### src/rtl/match_counter_bank_pkg.sv
`default_nettype none
// ============================================================================
// Module      : match_counter_bank_pkg
// Description : Shared FSM state type and default widths for match_counter_bank.
// Revision    : 1.0 - initial release
// ============================================================================
package match_counter_bank_pkg;

    localparam int c_DEFAULT_CNT_W  = 32;
    localparam int c_DEFAULT_ADDR_W = 4;

    typedef enum logic [0:0] {
        ST_INIT = 1'b0,
        ST_RUN  = 1'b1
    } state_t;

endpackage
`default_nettype wire

### src/rtl/counter_bank_ram.sv
`default_nettype none
// ============================================================================
// Module      : counter_bank_ram
// Description : DEPTH x CNT_W storage, one synchronous write port and two
//               synchronous read ports (read-before-write on collisions).
// Revision    : 1.0 - initial release
// ============================================================================
module counter_bank_ram
    import match_counter_bank_pkg::*;
#(
    parameter int CNT_W  = c_DEFAULT_CNT_W,
    parameter int ADDR_W = c_DEFAULT_ADDR_W
) (
    input  logic              clk,
    input  logic              i_we,
    input  logic [ADDR_W-1:0] i_waddr,
    input  logic [CNT_W-1:0]  i_wdata,
    input  logic [ADDR_W-1:0] i_a_addr,
    output logic [CNT_W-1:0]  o_a_data,
    input  logic [ADDR_W-1:0] i_b_addr,
    output logic [CNT_W-1:0]  o_b_data
);

    localparam int c_DEPTH = 2 ** ADDR_W;

    logic [CNT_W-1:0] r_mem [c_DEPTH];

    always_ff @(posedge clk) begin
        if (i_we) begin
            r_mem[i_waddr] <= i_wdata;
        end
        o_a_data <= r_mem[i_a_addr];
        o_b_data <= r_mem[i_b_addr];
    end

endmodule
`default_nettype wire

### src/rtl/match_counter_bank.sv
`default_nettype none
// ============================================================================
// Module      : match_counter_bank
// Description : Bank of 2**ADDR_W event counters with pipelined increment,
//               two-cycle read, optional saturation / clear-on-read, bulk clear.
// Revision    : 1.0 - initial release
// ============================================================================
module match_counter_bank
    import match_counter_bank_pkg::*;
#(
    parameter int CNT_W         = c_DEFAULT_CNT_W,
    parameter int ADDR_W        = c_DEFAULT_ADDR_W,
    parameter int SATURATE      = 1,
    parameter int CLEAR_ON_READ = 0
) (
    input  logic              clk,
    input  logic              reset,
    input  logic              inc_valid_in,
    input  logic [ADDR_W-1:0] inc_addr_in,
    input  logic              rd_req_in,
    input  logic [ADDR_W-1:0] rd_addr_in,
    input  logic              clr_all_in,
    output logic              rd_valid_out,
    output logic [CNT_W-1:0]  rd_count_out,
    output logic              busy_out
);

    localparam int                c_DEPTH    = 2 ** ADDR_W;
    localparam logic [CNT_W-1:0]  c_ALL_ONES = '1;
    localparam logic [ADDR_W-1:0] c_LAST_IDX = '1;

    state_t            r_state;
    logic [ADDR_W-1:0] r_clr_idx;

    logic w_inc_acc;
    logic w_rd_acc;
    logic w_clr_acc;

    assign w_inc_acc = inc_valid_in && (r_state == ST_RUN);
    assign w_rd_acc  = rd_req_in    && (r_state == ST_RUN);
    assign w_clr_acc = clr_all_in   && (r_state == ST_RUN);

    // Control FSM: INIT sweeps zeros through every entry, one per cycle.
    always_ff @(posedge clk) begin
        if (reset) begin
            r_state   <= ST_INIT;
            r_clr_idx <= '0;
            busy_out  <= 1'b1;
        end else begin
            case (r_state)
                ST_INIT: begin
                    r_clr_idx <= r_clr_idx + 1'b1;
                    if (r_clr_idx == c_LAST_IDX) begin
                        r_state  <= ST_RUN;
                        busy_out <= 1'b0;
                    end
                end
                ST_RUN: begin
                    if (clr_all_in) begin
                        r_state   <= ST_INIT;
                        r_clr_idx <= '0;
                        busy_out  <= 1'b1;
                    end
                end
                default: begin
                    r_state   <= ST_INIT;
                    r_clr_idx <= '0;
                    busy_out  <= 1'b1;
                end
            endcase
        end
    end

    // Storage write port (INIT sweep has priority over a dropped increment)
    logic              w_we;
    logic [ADDR_W-1:0] w_waddr;
    logic [CNT_W-1:0]  w_wdata;
    logic [CNT_W-1:0]  w_ram_a_data;
    logic [CNT_W-1:0]  w_ram_b_data;

    counter_bank_ram #(
        .CNT_W  (CNT_W),
        .ADDR_W (ADDR_W)
    ) u_ram (
        .clk      (clk),
        .i_we     (w_we),
        .i_waddr  (w_waddr),
        .i_wdata  (w_wdata),
        .i_a_addr (inc_addr_in),
        .o_a_data (w_ram_a_data),
        .i_b_addr (rd_addr_in),
        .o_b_data (w_ram_b_data)
    );

    // Increment pipeline: stage 1 holds the accepted request plus a copy of
    // any write that the RAM read in the same cycle could not yet observe.
    logic              r_inc_v;
    logic [ADDR_W-1:0] r_inc_addr;
    logic              r_inc_byp;
    logic [CNT_W-1:0]  r_inc_byp_data;

    always_ff @(posedge clk) begin
        if (reset) begin
            r_inc_v        <= 1'b0;
            r_inc_addr     <= '0;
            r_inc_byp      <= 1'b0;
            r_inc_byp_data <= '0;
        end else begin
            r_inc_v        <= w_inc_acc;
            r_inc_addr     <= inc_addr_in;
            r_inc_byp      <= w_we && (w_waddr == inc_addr_in);
            r_inc_byp_data <= w_wdata;
        end
    end

    logic             w_inc_zero;
    logic             w_rd_zero_now;
    logic [CNT_W-1:0] w_inc_base;
    logic [CNT_W-1:0] w_inc_next;

    // A pending clear-on-read marker overrides stale RAM/bypass data.
    assign w_inc_base = w_inc_zero ? '0 :
                        (r_inc_byp ? r_inc_byp_data : w_ram_a_data);
    assign w_inc_next = ((SATURATE != 0) && (w_inc_base == c_ALL_ONES)) ?
                        w_inc_base : (w_inc_base + CNT_W'(1));

    always_comb begin
        w_we    = 1'b0;
        w_waddr = r_inc_addr;
        w_wdata = w_inc_next;
        if (r_state == ST_INIT) begin
            w_we    = 1'b1;
            w_waddr = r_clr_idx;
            w_wdata = '0;
        end else if (r_inc_v) begin
            w_we = 1'b1;
        end
    end

    // Clear-on-read is tracked as a per-entry "reads as zero" flag so the
    // single write port stays dedicated to increments.
    generate
        if (CLEAR_ON_READ != 0) begin : g_clear_on_read
            logic [c_DEPTH-1:0] r_zero;

            always_ff @(posedge clk) begin
                if (reset || w_clr_acc) begin
                    r_zero <= '0;
                end else begin
                    if (w_we) begin
                        r_zero[w_waddr] <= 1'b0;
                    end
                    if (w_rd_acc) begin
                        r_zero[rd_addr_in] <= 1'b1;
                    end
                end
            end

            assign w_inc_zero    = r_zero[r_inc_addr];
            assign w_rd_zero_now = r_zero[rd_addr_in];
        end else begin : g_no_clear_on_read
            assign w_inc_zero    = 1'b0;
            assign w_rd_zero_now = 1'b0;
        end
    endgenerate

    // Read pipeline: accept -> RAM/bypass select -> registered output.
    logic             r_rd_v;
    logic             r_rd_byp;
    logic [CNT_W-1:0] r_rd_byp_data;
    logic             r_rd_zero;
    logic [CNT_W-1:0] w_rd_value;

    always_ff @(posedge clk) begin
        if (reset) begin
            r_rd_v        <= 1'b0;
            r_rd_byp      <= 1'b0;
            r_rd_byp_data <= '0;
            r_rd_zero     <= 1'b0;
        end else begin
            r_rd_v        <= w_rd_acc;
            r_rd_byp      <= w_we && (w_waddr == rd_addr_in);
            r_rd_byp_data <= w_wdata;
            r_rd_zero     <= w_rd_zero_now;
        end
    end

    assign w_rd_value = r_rd_byp ? r_rd_byp_data :
                        (r_rd_zero ? '0 : w_ram_b_data);

    always_ff @(posedge clk) begin
        if (reset) begin
            rd_valid_out <= 1'b0;
            rd_count_out <= '0;
        end else begin
            rd_valid_out <= r_rd_v;
            if (r_rd_v) begin
                rd_count_out <= w_rd_value;
            end
        end
    end

endmodule
`default_nettype wire

### config.mk
export PLATFORM = sky130hd
export DESIGN_NAME = match_counter_bank
export DESIGN_NICKNAME = d
export VERILOG_FILES = /design/src/rtl/match_counter_bank_pkg.sv /design/src/rtl/counter_bank_ram.sv /design/src/rtl/match_counter_bank.sv
export SDC_FILE = /design/constraint.sdc
export NUM_CORES = 1
export LEC_CHECK = 0
export ABC_AREA = 1
export CORE_UTILIZATION = 40
export CTS_BUF_LIST = sky130_fd_sc_hd__clkbuf_16
export DETAILED_ROUTE_END_ITERATION = 16
export PLACE_DENSITY_LB_ADDON = 0.3
export SYNTH_ARGS = -nofsm -noshare
export SYNTH_HDL_FRONTEND = slang
export SYNTH_SLANG_ARGS = --single-unit
### constraint.sdc
create_clock -name clk -period 4 [get_ports clk]
set_clock_uncertainty 0.2 [all_clocks]
set_input_delay 0.4 -clock clk [delete_from_list [all_inputs] [get_ports clk]]
set_output_delay 0.4 -clock clk [all_outputs]
set_load 0.005 [all_outputs]
==> results_dict.tcl <==
set metrics [dict create \
    core_area_mm2 0.07457 \
    fin_crit_ns 3.804 \
    clk_transition_reported_paths_ns 0.06 \
    die_y_um 276.7 \
    tightest_slew_ns 1.200 \
    ys_seq_area_frac 0.6044 \
    cts_resized 0 \
    holdWs_ns 0.1317 \
    netlist_area_mm2 0.03018 \
    slew_headroom 0.1971 \
    routed_via_density 5.933 \
    critical_path_class "flip-flop to flip-flop" \
    grt_max_degree 218 \
    via_count 24555 \
    antenna_found_initial 1 \
    rsz0062_at_grt "false" \
    cts_setup_buffers 0 \
    cp-start-kind "flip-flop" \
    max_freq_mhz 262.9 \
    io_buffers 46 \
    cts.htree.levels 3 \
    wl_met1_um 41950 \
    wl_met3_um 9945 \
    setup_viol 0 \
    power_density_mw_per_mm2 442.7 \
    outcome "complete, no violations" \
    numCtsBuffers 70 \
    leakagePower_nw 12.21 \
    grt_overflow_total 0 \
    cts_tree "done" \
    irDropWorstVdd_mv 0.2814 \
    syn_nets 3177 \
    grt_pass1_vias 22461 \
    required_ns 4.13 \
    hpwl_um 56590 \
    synth_cell_types 32 \
    wl_met2_um 44200 \
    drtIter0Drc 3404 \
    hold_class "primary input to flip-flop" \
    synth_area_per_cell_um2 9.543 \
    cts_sinks 655 \
    drive_above_1_share 0.07666 \
    areaGrowthSynthToFinish_pct 12.49 \
    ys.warnings.count 0 \
    post-route-drc-count 0 \
    cap_viol_max_count 0 \
    min_period_over_period 0.9509 \
    antenna_cells 0 \
    grt_use_total 0.2542 \
    dieWidth_um 276.7 \
    clock_latency_ns 0.62 \
    start_util 0.4046 \
    setup_tns_ns 0 \
    antenna_left 0 \
    cts_max_path_buffers 3 \
    grt_pass1_wl_um 145300 \
    gp_congestion 1.001 \
    critPathMaxFanout 29 \
    root_buffer "clkbuf_16" \
    crit_arrival_ns 3.94 \
    rows 100 \
    endpoint_kind "flip-flop" \
    maxSlewViolCount 0 \
    drtPass1Iterations 6 \
    hold_viol 0 \
    fin_nets 3129 \
    ys_seq_elements 655 \
    ios 47 \
    cts_hold_buf 0 \
    dieArea_mm2 0.07654 \
    top_layer "met4" \
    wl_um 99740 \
    routedWlPerCell_um 24.10 \
    netlist_instances 3162 \
]
==> Yosys cell counts <==
master    count  area [µm²]
nor2_1      447        1678
nand3_2       3       30.03
mux2i_1       9       90.09
a21oi_1     315        1577
xor2_1        8       70.07
buf_1        21       78.83
o31ai_1      81       608.1
o21ai_0     634        3173
edfxtp_1    512       15370
clkinv_2      1       5.000
o21a_1        1       7.510
o21ai_1       1       5.000
nor2_2       11       68.82
buf_4         2       15.01
nand2_1     318        1194
nor2_4        4       45.04
nand2_2      16       100.1
o221ai_1    117        1025
ha_1          2       25.02
nand3_1      42       210.2
nor3_1        8       40.04
buf_6         4       45.04
inv_2         3       11.26
buf_8         1       15.01
inv_1       205       769.5
clkinv_1      1       3.750
a31o_2        1       8.760
dfxtp_1     143        2863
buf_2        10       50.05
clkbuf_1    207       777.0
or2_2         3       18.77
o22ai_1      31       193.9
==> state kept, by name (all words and copies together), names as in the netlist <==
signal,cells
u_ram.o_a_data,32
r_rd_v,1
rd_valid_out,1
r_inc_addr,4
r_rd_byp,1
rd_count_out,32
r_inc_v,1
busy_out,1
r_rd_byp_data,32
r_clr_idx,4
u_ram.r_mem,512
r_inc_byp,1
u_ram.o_b_data,32
r_state,1
==> metal layers <==
| layer | global-route usage | vias to the layer above |
|---|---|---|
| li1 | - | 11171 |
| met1 | 0.3575 | 11793 |
| met5 | 0 | - |
| met3 | 0.04370 | 230 |
| met2 | 0.3878 | 1361 |
| met4 | 0.1071 | 0 |
==> metrics by stage <==
| step | cells | utilization | area [µm²] | worst slack [ns] | total power [W] |
|---|---|---|---|---|---|
| finish | 4139 | 0.4552 | 33940 | 0.1964 | 0.01503 |
| global route | 4139 | 0.4552 | 33940 | 0.06093 | 0.01548 |
| global placement | 4011 | 0.4265 | 31810 | 0.4113 | 0.009031 |
| CTS | 4139 | 0.4552 | 33940 | 0.3378 | 0.01506 |
| detailed placement | 4011 | 0.4265 | 31810 | 0.3389 | 0.009028 |
| floorplan | 3162 | - | 30180 | 0.8147 | 0.008496 |
==> path summary, 6_finish.rpt <==
kind | startpoint | end | slack [ns] | cells after the start
worst max-delay path | r_inc_byp | u_ram.r_mem[7][21] | 0.20 | 12
worst min-delay path | inc_valid_in | r_inc_v | 0.13 | 3
worst min register to register | u_ram.o_b_data[22] | rd_count_out[22] | 0.25 | 2
worst max register to register | r_inc_byp | u_ram.r_mem[7][21] | 0.20 | 12
==> cells in the final DEF (no fill, tap or decap), types with 9 or more instances in the layout <==
| master | instances |
|---|---|
| a21oi_1 | 315 |
| buf_12 | 18 |
| buf_4 | 62 |
| clkbuf_16 | 71 |
| clkdlybuf4s50_1 | 39 |
| clkinv_1 | 21 |
| clkinv_2 | 16 |
| dfxtp_1 | 143 |
| edfxtp_1 | 512 |
| inv_1 | 214 |
| mux2i_1 | 9 |
| nand2_1 | 318 |
| nand2_2 | 16 |
| nand3_1 | 42 |
| nor2_1 | 431 |
| nor2_2 | 11 |
| nor2_4 | 20 |
| o21ai_0 | 634 |
| o221ai_1 | 117 |
| o22ai_1 | 31 |
| o31ai_1 | 81 |
==> area by class of cell <==
type,instances,area [µm²]
Inverter,210,798.3
Fill cell,6953,40630
Sequential cell,655,18240
Tap cell,969,1212
Timing Repair Buffer,125,1272
Clock inverter,57,359.1
Clock buffer,71,1777
Multi-Input combinational cell,2052,10290
==> cell families after synthesis <==
logic type | count (synthesis) | synth area share
buffers and inverters | 455 | 0.05867
multiplexers | 9 | 0.002986
flip-flops | 655 | 0.6044
AND/OR/NAND/NOR | 852 | 0.1122
adder cells (fa/ha/maj) | 2 | 0.0008292
AO/OA/AOI/OAI | 1181 | 0.2186
XOR/XNOR | 8 | 0.002322
==> power by group <==
group / switching [W] / internal, W / total, W
Combinational: 0.000983 / 0.000369 / 0.00135
Sequential: 0.000116 / 0.00746 / 0.00757
Clock: 0.00267 / 0.00343 / 0.00610
==> critical path, stage by stage (launching register included) <==
cell     delay (ns)
dfxtp_1        0.44
buf_4          0.29
nand2_1        0.08
nand2_1        0.13
ha_1           0.25
nand2_1        0.08
nor2_2         0.26
nand2_2        0.16
nor2_4         0.22
nand2_2        0.54
nand3_1        0.30
nand2_1        0.15
inv_1          0.41
(Power assumes the default switching activity.)
